### src/rtl/vga_sync_gen.sv
// VGA raster timing generator: beat-driven x/y counters with registered syncs, video_on and line/frame strobes.
// Define VGA_SYNC_BEAT_EN to advance only on beat cycles; otherwise every clk is a beat.
module vga_sync_gen #(
  parameter int H_ACTIVE = 640,
  parameter int H_FRONT  = 16,
  parameter int H_SYNC   = 96,
  parameter int H_BACK   = 48,
  parameter int V_ACTIVE = 480,
  parameter int V_FRONT  = 10,
  parameter int V_SYNC   = 2,
  parameter int V_BACK   = 33,
  parameter bit SYNC_POL = 1'b0
) (
  input  logic       clk,
  input  logic       reset,
  input  logic       beat,
  output logic       hsync,
  output logic       vsync,
  output logic       video_on,
  output logic [9:0] x,
  output logic [9:0] y,
  output logic       line_start,
  output logic       frame_start
);
  localparam int H_TOTAL = H_ACTIVE + H_FRONT + H_SYNC + H_BACK;
  localparam int V_TOTAL = V_ACTIVE + V_FRONT + V_SYNC + V_BACK;

  localparam logic [9:0] L_H_LAST = 10'(H_TOTAL - 1);
  localparam logic [9:0] L_H_FP   = 10'(H_ACTIVE);
  localparam logic [9:0] L_H_SY   = 10'(H_ACTIVE + H_FRONT);
  localparam logic [9:0] L_H_BP   = 10'(H_ACTIVE + H_FRONT + H_SYNC);
  localparam logic [9:0] L_V_LAST = 10'(V_TOTAL - 1);
  localparam logic [9:0] L_V_FP   = 10'(V_ACTIVE);
  localparam logic [9:0] L_V_SY   = 10'(V_ACTIVE + V_FRONT);
  localparam logic [9:0] L_V_BP   = 10'(V_ACTIVE + V_FRONT + V_SYNC);

  localparam logic [1:0] S_ACT  = 2'd0;
  localparam logic [1:0] S_FP   = 2'd1;
  localparam logic [1:0] S_SYNC = 2'd2;
  localparam logic [1:0] S_BP   = 2'd3;

  logic       w_beat;
  logic       w_x_wrap;
  logic [9:0] w_x_nxt, w_y_nxt;
  logic [1:0] w_hs_nxt, w_vs_nxt;

  logic [9:0] r_x, r_y;
  logic [1:0] r_hs, r_vs;
  logic       r_hsync, r_vsync, r_video, r_ls, r_fs;

`ifdef VGA_SYNC_BEAT_EN
  assign w_beat = beat;
`else
  assign w_beat = beat | 1'b1;
`endif

  // Later phases are tested first so a zero-width porch falls through to the next phase.
  always_comb begin
    w_x_wrap = (r_x == L_H_LAST);
    w_x_nxt  = w_x_wrap ? 10'd0 : r_x + 10'd1;
    w_y_nxt  = r_y;
    if (w_x_wrap) w_y_nxt = (r_y == L_V_LAST) ? 10'd0 : r_y + 10'd1;

    w_hs_nxt = r_hs;
    if      (w_x_nxt == L_H_BP) w_hs_nxt = S_BP;
    else if (w_x_nxt == L_H_SY) w_hs_nxt = S_SYNC;
    else if (w_x_nxt == L_H_FP) w_hs_nxt = S_FP;
    else if (w_x_nxt == 10'd0)  w_hs_nxt = S_ACT;

    w_vs_nxt = r_vs;
    if (w_x_wrap) begin
      if      (w_y_nxt == L_V_BP) w_vs_nxt = S_BP;
      else if (w_y_nxt == L_V_SY) w_vs_nxt = S_SYNC;
      else if (w_y_nxt == L_V_FP) w_vs_nxt = S_FP;
      else if (w_y_nxt == 10'd0)  w_vs_nxt = S_ACT;
    end
  end

  always_ff @(posedge clk) begin
    if (reset) begin
      r_x     <= L_H_LAST;
      r_y     <= L_V_LAST;
      r_hs    <= S_BP;
      r_vs    <= S_BP;
      r_hsync <= ~SYNC_POL;
      r_vsync <= ~SYNC_POL;
      r_video <= 1'b0;
      r_ls    <= 1'b0;
      r_fs    <= 1'b0;
    end else begin
      r_ls <= 1'b0;
      r_fs <= 1'b0;
      if (w_beat) begin
        r_x     <= w_x_nxt;
        r_y     <= w_y_nxt;
        r_hs    <= w_hs_nxt;
        r_vs    <= w_vs_nxt;
        r_hsync <= (w_hs_nxt == S_SYNC) ? SYNC_POL : ~SYNC_POL;
        r_vsync <= (w_vs_nxt == S_SYNC) ? SYNC_POL : ~SYNC_POL;
        r_video <= (w_hs_nxt == S_ACT) && (w_vs_nxt == S_ACT);
        r_ls    <= (w_x_nxt == 10'd0);
        r_fs    <= (w_x_nxt == 10'd0) && (w_y_nxt == 10'd0);
      end
    end
  end

  assign x           = r_x;
  assign y           = r_y;
  assign hsync       = r_hsync;
  assign vsync       = r_vsync;
  assign video_on    = r_video;
  assign line_start  = r_ls;
  assign frame_start = r_fs;
endmodule

### config.mk
export PLATFORM = sky130hd
export DESIGN_NAME = vga_sync_gen
export DESIGN_NICKNAME = d
export VERILOG_FILES = /design/src/rtl/vga_sync_gen.sv
export SDC_FILE = /design/constraint.sdc
export NUM_CORES = 1
export LEC_CHECK = 0
export ABC_CLOCK_PERIOD_IN_PS = 4500
export CAP_MARGIN = 10
export CORE_MARGIN = 8
export CORE_UTILIZATION = 35
export CTS_CLUSTER_DIAMETER = 50
export DETAILED_ROUTE_END_ITERATION = 6
export HOLD_SLACK_MARGIN = 0.1
export SETUP_SLACK_MARGIN = 0.02
export SLEW_MARGIN = 20
export SYNTH_ARGS = -nofsm -noshare
export SYNTH_HDL_FRONTEND = slang
export SYNTH_SLANG_ARGS = --single-unit
### constraint.sdc
create_clock -name clk -period 4.5 [get_ports clk]
set_clock_uncertainty 0.2 [all_clocks]
set_input_delay 1.35 -clock clk [delete_from_list [all_inputs] [get_ports clk]]
set_output_delay 1.35 -clock clk [all_outputs]
set_load 0.005 [all_outputs]
==> impl_metrics.toml, run 1 <==
[final_layout]
nNetsFinal = 250
area_delta_synth_final_pct = 24.8
diodes = 0
fin_cells = 314
multiInputGateArea_sq_um = 1140
drive_above_1_share_pct = 7.79
seq_area_sq_um = 581
fillCellCount = 535

[floorplanning]
rows = 26
die_w_microns = 87.4
coreArea_sq_um = 5010
initial_core_util_pct = 35.6
dieArea_sq_um = 7640
pin_count = 28
die_height_microns = 87.4

[yosys]
ys_warn_count = 0
syn_area_per_cell_sq_um = 8.19
synth-edff-count = 0
ys_ff_latch = 29
synth_top_cell_area_share_pct = 32.5
yosys-top-cells-area = "dfxtp_1 (33%), nor2_1 (5.5%), nand3_1 (4.8%), xnor2_1 (2.9%), xor2_1 (2.9%)"
synthCells = 218
netlist_area_sq_um = 1790
synth_nets = 225
async_flop_share_pct = 0
synth_area_leader_cell = "dfxtp_1"
ys_seq_area_share_pct = 32.5
ys.flop_type = "dfxtp_1"
synth_cell_types = 62

[global_route]
grt_overflow = 0
grt_pass1_vias = 1573
grt_pass1_wl_mm = 7.42
grt_max_degree = 16
grt.total_usage_pct = 12.2
grt_antenna_before_repair = 0

[power]
p_clk_share_pct = 21.1
p_comb_share_pct = 48.3
p_leak_nw = 0.772
p_sw_mw = 0.563
swShare_pct = 41.8
peakVddDrop_uv = 222
p_int_mw = 0.785
p_seq_share_pct = 30.6
powerDensity_nw_per_um2 = 605

[critical_path]
end_kind = "flop"
reg2reg_depth = 10
worstReg2RegStart = "x[0]$_SDFF_PP1_"
critPathArrivalTime_ns = 3.35
cp-startpoint = "x[0]$_SDFF_PP1_"
cp-start-kind = "flop"
crit_type = "reg -> reg"
r2r-end = "video_on$_SDFF_PP0_"
endpoint = "video_on$_SDFF_PP0_"
worstPathMaxFanout = 9
required_ns = 4.52
regToRegSetupSlack_ns = 1.17

[cts]
cts_buffers = 5
cts_buffer_depth = 2
clkTransAtPathRegs_ns = 0.07
cts_resized = 0
holdBufCountCts = 0
clk_latency_ns = 0.28
htree_levels = 2
postCtsSetupBuffers = 0
cts_tree = "yes"
root_buffer = "clkbuf_8"
cts.sinks = 29

[placed_design]
detailed_place_hpwl_mm = 3.19
io_buffers = 26
dpl.cell_count = 306
routabilityCongestion = 0.813

[route]
drc = 0
vias_per_cell = 5.32
wl_per_cell_microns = 14.2
routed_wirelength_mm = 4.44
drt_iter0_markers = 95
num_vias = 1671
ant_nets = 0
first_pass_iters = 5

[flow_run]
max_cap_violations = 0

[timing]
hold_ws_ns = 0.303
period_needed_ns = 3.33
tns_ns = 0
slew-limit-headroom_pct = 64.0
worst_pin_slew_ns = 0.538
finalMaxSlewViolations = 0
fin_crit_sh_pct = 74.0
rsz0062_at_grt = "no"
setup_viol = 0
fmax_mhz = 300
hold_violations = 0

[run_status]
run_status = "complete, no violations"

[min_path]
hold_path.class = "reg -> reg"
-- cell usage in the layout (no fill, tap or decap), types with 3 or more instances in the layout --
| cell | netlist | layout |
|---|---|---|
| dfxtp_1 | 29 | 29 |
| nor2_1 | 26 | 26 |
| clkdlybuf4s50_1 | 0 | 26 |
| nand3_1 | 17 | 17 |
| nand2_1 | 12 | 12 |
| a21oi_1 | 7 | 7 |
| xor2_1 | 6 | 6 |
| xnor2_1 | 6 | 6 |
| and3_1 | 6 | 6 |
| nand4_1 | 6 | 6 |
| clkbuf_8 | 0 | 6 |
| inv_1 | 5 | 5 |
| nand2b_1 | 5 | 5 |
| and2_1 | 5 | 5 |
| o21ai_0 | 4 | 4 |
| a211o_1 | 4 | 4 |
| ha_1 | 4 | 4 |
| nor4bb_1 | 3 | 3 |
| nor4_1 | 3 | 3 |
| o21ai_1 | 3 | 3 |
| nor3_1 | 4 | 3 |
| buf_4 | 1 | 3 |
-- stage by stage --
| step | util (%) | power (mW) | setup WS [ns] | cell area [sq um] |
|---|---|---|---|---|
| finish | 44.5 | 1.35 | 1.17 | 2230 |
| global route | 44.5 | 1.45 | 0.831 | 2230 |
| CTS | 44.5 | 1.35 | 1.16 | 2230 |
| detailed placement | 42.2 | 1.06 | 1.20 | 2110 |
| global placement | 42.2 | 1.06 | 1.17 | 2110 |
| floorplan | - | 0.836 | 1.46 | 1790 |
-- sequential cells by signal, indices dropped and copies added, names as in the netlist --
name	flops
hsync	1
r_vs	2
line_start	1
r_hs	2
video_on	1
vsync	1
x	10
frame_start	1
y	10
-- power by group through the flow --
stage	registers (mW)	clock network [mW]	logic [mW]
after CTS	0.411	0.291	0.647
final	0.413	0.284	0.650
after floorplan	0.377	0	0.459
after global placement	0.417	0	0.643
after global routing	0.426	0.303	0.725
after detailed placement	0.415	0	0.643
-- cell usage after synthesis (all sizes together), types with 6 or more instances --
library cell  count
nor2             26
a21oi             7
clkbuf            6
xnor2             6
o21ai             8
xor2              6
and3              6
nand3            17
nand4             7
nand2            12
dfxtp            29
-- cells by family after synthesis --
| group | synth area share, % |
|---|---|
| adders and majority gates | 2.80 |
| buffers and inverters | 3.78 |
| muxes | 1.75 |
| AOI/OAI and AO/OA | 19.5 |
| and+or+nand+nor | 33.8 |
| DFF | 32.5 |
| xor gates and xnor gates | 5.89 |
-- per-layer routing --
| layer | GRT usage (%) | wire length, microns | share of wire [%] | up-vias |
|---|---|---|---|---|
| li1 | - | - | - | 864 |
| met1 | 15.3 | 2230 | 50 | 782 |
| met2 | 19.4 | 2030 | 46 | 20 |
| met3 | 2.64 | 106 | 2.4 | 5 |
| met4 | 5.63 | 78 | 1.8 | 0 |
| met5 | 0 | 0 | 0 | - |
-- how the worst min path moves through the flow --
stage                                     to  cells after the start                from  slack [ns]
final                     r_vs[0]$_SDFF_PP1_                      2  r_vs[0]$_SDFF_PP1_        0.30
after global routing      r_vs[0]$_SDFF_PP1_                      2  r_vs[0]$_SDFF_PP1_        0.32
after CTS                 r_vs[0]$_SDFF_PP1_                      2  r_vs[0]$_SDFF_PP1_        0.31
after detailed placement  r_vs[0]$_SDFF_PP1_                      2  r_vs[0]$_SDFF_PP1_        0.29
after global placement    r_vs[0]$_SDFF_PP1_                      2  r_vs[0]$_SDFF_PP1_        0.28
after floorplan           r_hs[0]$_SDFF_PP1_                      2  r_hs[0]$_SDFF_PP1_        0.25
-- critical path: stages (launching register included) --
cell and delay, ns:
dfxtp_1 0.43, ha_1 0.25, nand4_2 0.19, nor3_2 0.54, buf_4 0.26, o21ai_0 0.12, a222oi_1 0.50, nand4_1 0.22
o31a_1 0.17, o22ai_2 0.18, and4bb_1 0.21
-- layout make-up --
| class | instances | share of cell area, % |
|---|---|---|
| flip-flops and latches | 29 | 26.1 |
| clock buffers | 7 | 3.87 |
| repair buffers | 29 | 12.7 |
| clock inverters | 1 | 1.35 |
| multi-input cells | 173 | 51.3 |
| inverters | 5 | 0.842 |
| well taps | 70 | 3.93 |
Power figures use the tool's default switching activity.
==> run 2, diff against run 1 <==
--- a/config.mk
+++ b/config.mk
@@ -5,7 +5,7 @@
 export SDC_FILE = /design/constraint.sdc
 export NUM_CORES = 1
 export LEC_CHECK = 0
-export ABC_CLOCK_PERIOD_IN_PS = 4500
+export ABC_CLOCK_PERIOD_IN_PS = 2700
 export CAP_MARGIN = 10
 export CORE_MARGIN = 8
 export CORE_UTILIZATION = 35
==> constraint.sdc (replaced) <==
create_clock -name clk -period 2.7 [get_ports clk]
set_clock_uncertainty 0.2 [all_clocks]
set_input_delay 0.81 -clock clk [delete_from_list [all_inputs] [get_ports clk]]
set_output_delay 0.81 -clock clk [all_outputs]
set_load 0.005 [all_outputs]
==> run 2 against run 1 <==
  * The run now ends with setup timing left
  * Fmax increased by 21%
  * Sequential cell count is the same
  * Utilization rose by 12 points
  * Final cell count increased by 21%
  * Critical endpoint unchanged
  * First-iteration DRC count up 31%
  * Worst hold slack gained 0.0022 ns
  * Largest power group unchanged
  * Register-to-register slack got worse by 1.2 ns
  * Routed wire length increased by 23%
==> impl_metrics.toml, run 2 (synthesis results as in run 1) <==
[run_status]
run_status = "finished with violations"
violations = "setup timing"

[timing]
hold_violations = 0
setup_viol = 2
layout_setup_ws_ns = -0.0544
finalMaxSlewViolations = 0
fin_crit_sh_pct = 102
slew-limit-headroom_pct = 68.7
fmax_mhz = 363
worst_pin_slew_ns = 0.469
period_needed_ns = 2.75
rsz0062_at_grt = "yes"

[critical_path]
critPathTopFamily = "simple AND/OR/NAND/NOR gates"
critPathSlowestCell = "or4b_1"
worstPathMaxFanout = 5
cp-start-kind = "flop"
crit_chain = "inv_4 -> ha_4 -> nor4bb_4 -> and3b_2 -> or4b_1 -> o311a_1 -> a211o_1 -> o31a_1 -> o22ai_2 -> and4bb_1"
required_ns = 2.73
regToRegSetupSlack_ns = -0.05
reg2reg_depth = 10
crit_type = "reg -> reg"
critical_path_buf_inv_count = 1
cpPeakStageDelay_ns = 0.47
r2r-end = "video_on$_SDFF_PP0_"
end_kind = "flop"
critPathArrivalTime_ns = 2.78
worstReg2RegStart = "y[0]$_SDFF_PP0_"
path_depth = 10

[global_route]
grt_pass1_vias = 1872
grt_antenna_before_repair = 0
grt_overflow = 0
grt.total_usage_pct = 14.5
grt_max_degree = 14
grt_pass1_wl_mm = 8.75

[final_layout]
drive_above_1_share_pct = 35.6
final_cell_mix = "buf_4 (66), clkdlybuf4s50_1 (26), nor2_1 (25), dfxtp_1 (24), nand3_1 (16)"
nNetsFinal = 315
fillCellCount = 481
layout_commonest_cell = "buf_4"
diodes = 0
area_delta_synth_final_pct = 59.4

[placed_design]
detailed_place_hpwl_mm = 4.04
place_ws_ns = -0.165
routabilityCongestion = 0.786
io_buffers = 26

[cts]
cts.sinks = 29
cts_tree = "yes"
htree_levels = 2
cts_buffer_depth = 2
holdBufCountCts = 0
cts_buffers = 5
root_buffer = "clkbuf_8"
clk_latency_ns = 0.29
clkTransAtPathRegs_ns = 0.06

[power]
peakVddDrop_uv = 326
p_seq_share_pct = 20.2
powerDensity_nw_per_um2 = 1020
p_comb_share_pct = 67.8
p_clk_share_pct = 12.1
swShare_pct = 40.3
p_int_mw = 1.72
p_sw_mw = 1.17
p_total_mw = 2.89
p_leak_nw = 1.12

[route]
drc = 0
num_vias = 1953
drt_iter0_markers = 124
vias_per_cell = 5.15
wl_per_cell_microns = 14.4
ant_nets = 0
routed_wirelength_mm = 5.46
first_pass_iters = 4

[min_path]
min-delay-start = "r_vs[0]$_SDFF_PP1_"
hold_end = "r_vs[0]$_SDFF_PP1_"
worstHoldPathCells = 2
hold_path.class = "reg -> reg"

[floorplanning]
pin_count = 28
coreArea_sq_um = 5010
rows = 26
dieArea_sq_um = 7640
die_w_microns = 87.4
die_height_microns = 87.4
initial_core_util_pct = 35.6

[flow_run]
max_cap_violations = 0
[run 2: changes by cell type in the layout (fill, tap and decap cells not counted), moves of 2 or more]
cell,previous run,this run
o21ai_2,1,3
nor4bb_1,3,1
ha_1,4,2
dfxtp_1,29,24
nor4bb_4,0,2
buf_4,3,66
o21ai_1,3,1
dfxtp_2,0,4
buf_6,0,2
inv_1,5,3
clkinv_2,0,2
[run 2: worst min-delay path, delay by kind of cell, from the launching register on]
family	cells	cell delay (ns)
compound gates	1	0.07
flops	1	0.32
simple gates	1	0.08
[run 2: what timing repair did]
item                                    CTS  global route
pin swaps                                 4            12
endpoints found under the setup margin    6             7
buffers inserted                          3             5
resized for setup                         4            21
endpoints found under the hold margin     0             0
[run 2: worst max-delay path by stage]
stage	end	start	slack [ns]
6_report	video_on$_SDFF_PP0_	y[0]$_SDFF_PP0_	-0.05
5_1_grt	video_on$_SDFF_PP0_	y[0]$_SDFF_PP0_	-0.19
4_1_cts	video_on$_SDFF_PP0_	y[0]$_SDFF_PP0_	-0.12
3_5_place_dp	video_on$_SDFF_PP0_	y[0]$_SDFF_PP0_	-0.16
3_3_place_gp	video_on$_SDFF_PP0_	y[0]$_SDFF_PP0_	-0.14
2_1_floorplan	video_on$_SDFF_PP0_	y[0]$_SDFF_PP0_	-0.11
[run 2: stage by stage]
step,cell area (sq um),setup TNS (ns),utilization (%),hold WS [ns],std cells
finish,2850,-0.0781,56.8,0.306,379
global placement,2580,-0.371,51.5,0.286,363
global route,2850,-0.687,56.8,0.349,379
CTS,2700,-0.290,53.9,0.314,374
floorplan,1830,-0.235,-,0.253,218
detailed placement,2580,-0.413,51.5,0.296,363
[run 2: routing by layer]
metal	vias up	share of wire, %	GRT usage, %
li1	995	-	-
met1	918	48	18.6
met2	33	47	23.1
met3	7	2.9	2.64
met4	0	1.9	6.09
met5	-	0	0
[run 2: power groups by stage]
stage          combinational, mW  clock, mW  sequential [mW]
4_1_cts                     1.78      0.364            0.577
6_report                    1.96      0.349            0.582
2_1_floorplan              0.806          0            0.633
3_5_place_dp                1.72          0            0.586
5_1_grt                     2.12      0.374            0.594
3_3_place_gp                1.72          0            0.583
[run 2: cell type report]
type                            instances  area, sq um  share of cell area (%)
Tap cell                               70         87.6                    3.08
Inverter                                5         21.3                   0.748
Clock inverter                          2         10.0                   0.352
Multi-Input combinational cell        173         1290                    45.2
Sequential cell                        29          589                    20.7
Timing Repair Buffer                   94          778                    27.4
Clock buffer                            6         72.6                    2.55
==> run 3, diff against run 2 <==
--- a/config.mk
+++ b/config.mk
@@ -10,6 +10,7 @@
 export CORE_MARGIN = 8
 export CORE_UTILIZATION = 35
 export CTS_CLUSTER_DIAMETER = 50
+export CTS_CLUSTER_SIZE = 8
 export DETAILED_ROUTE_END_ITERATION = 6
 export HOLD_SLACK_MARGIN = 0.1
 export SETUP_SLACK_MARGIN = 0.02
==> results of run 3 <==
No change in the layout: final DEF, timing and power equal those of run 2.
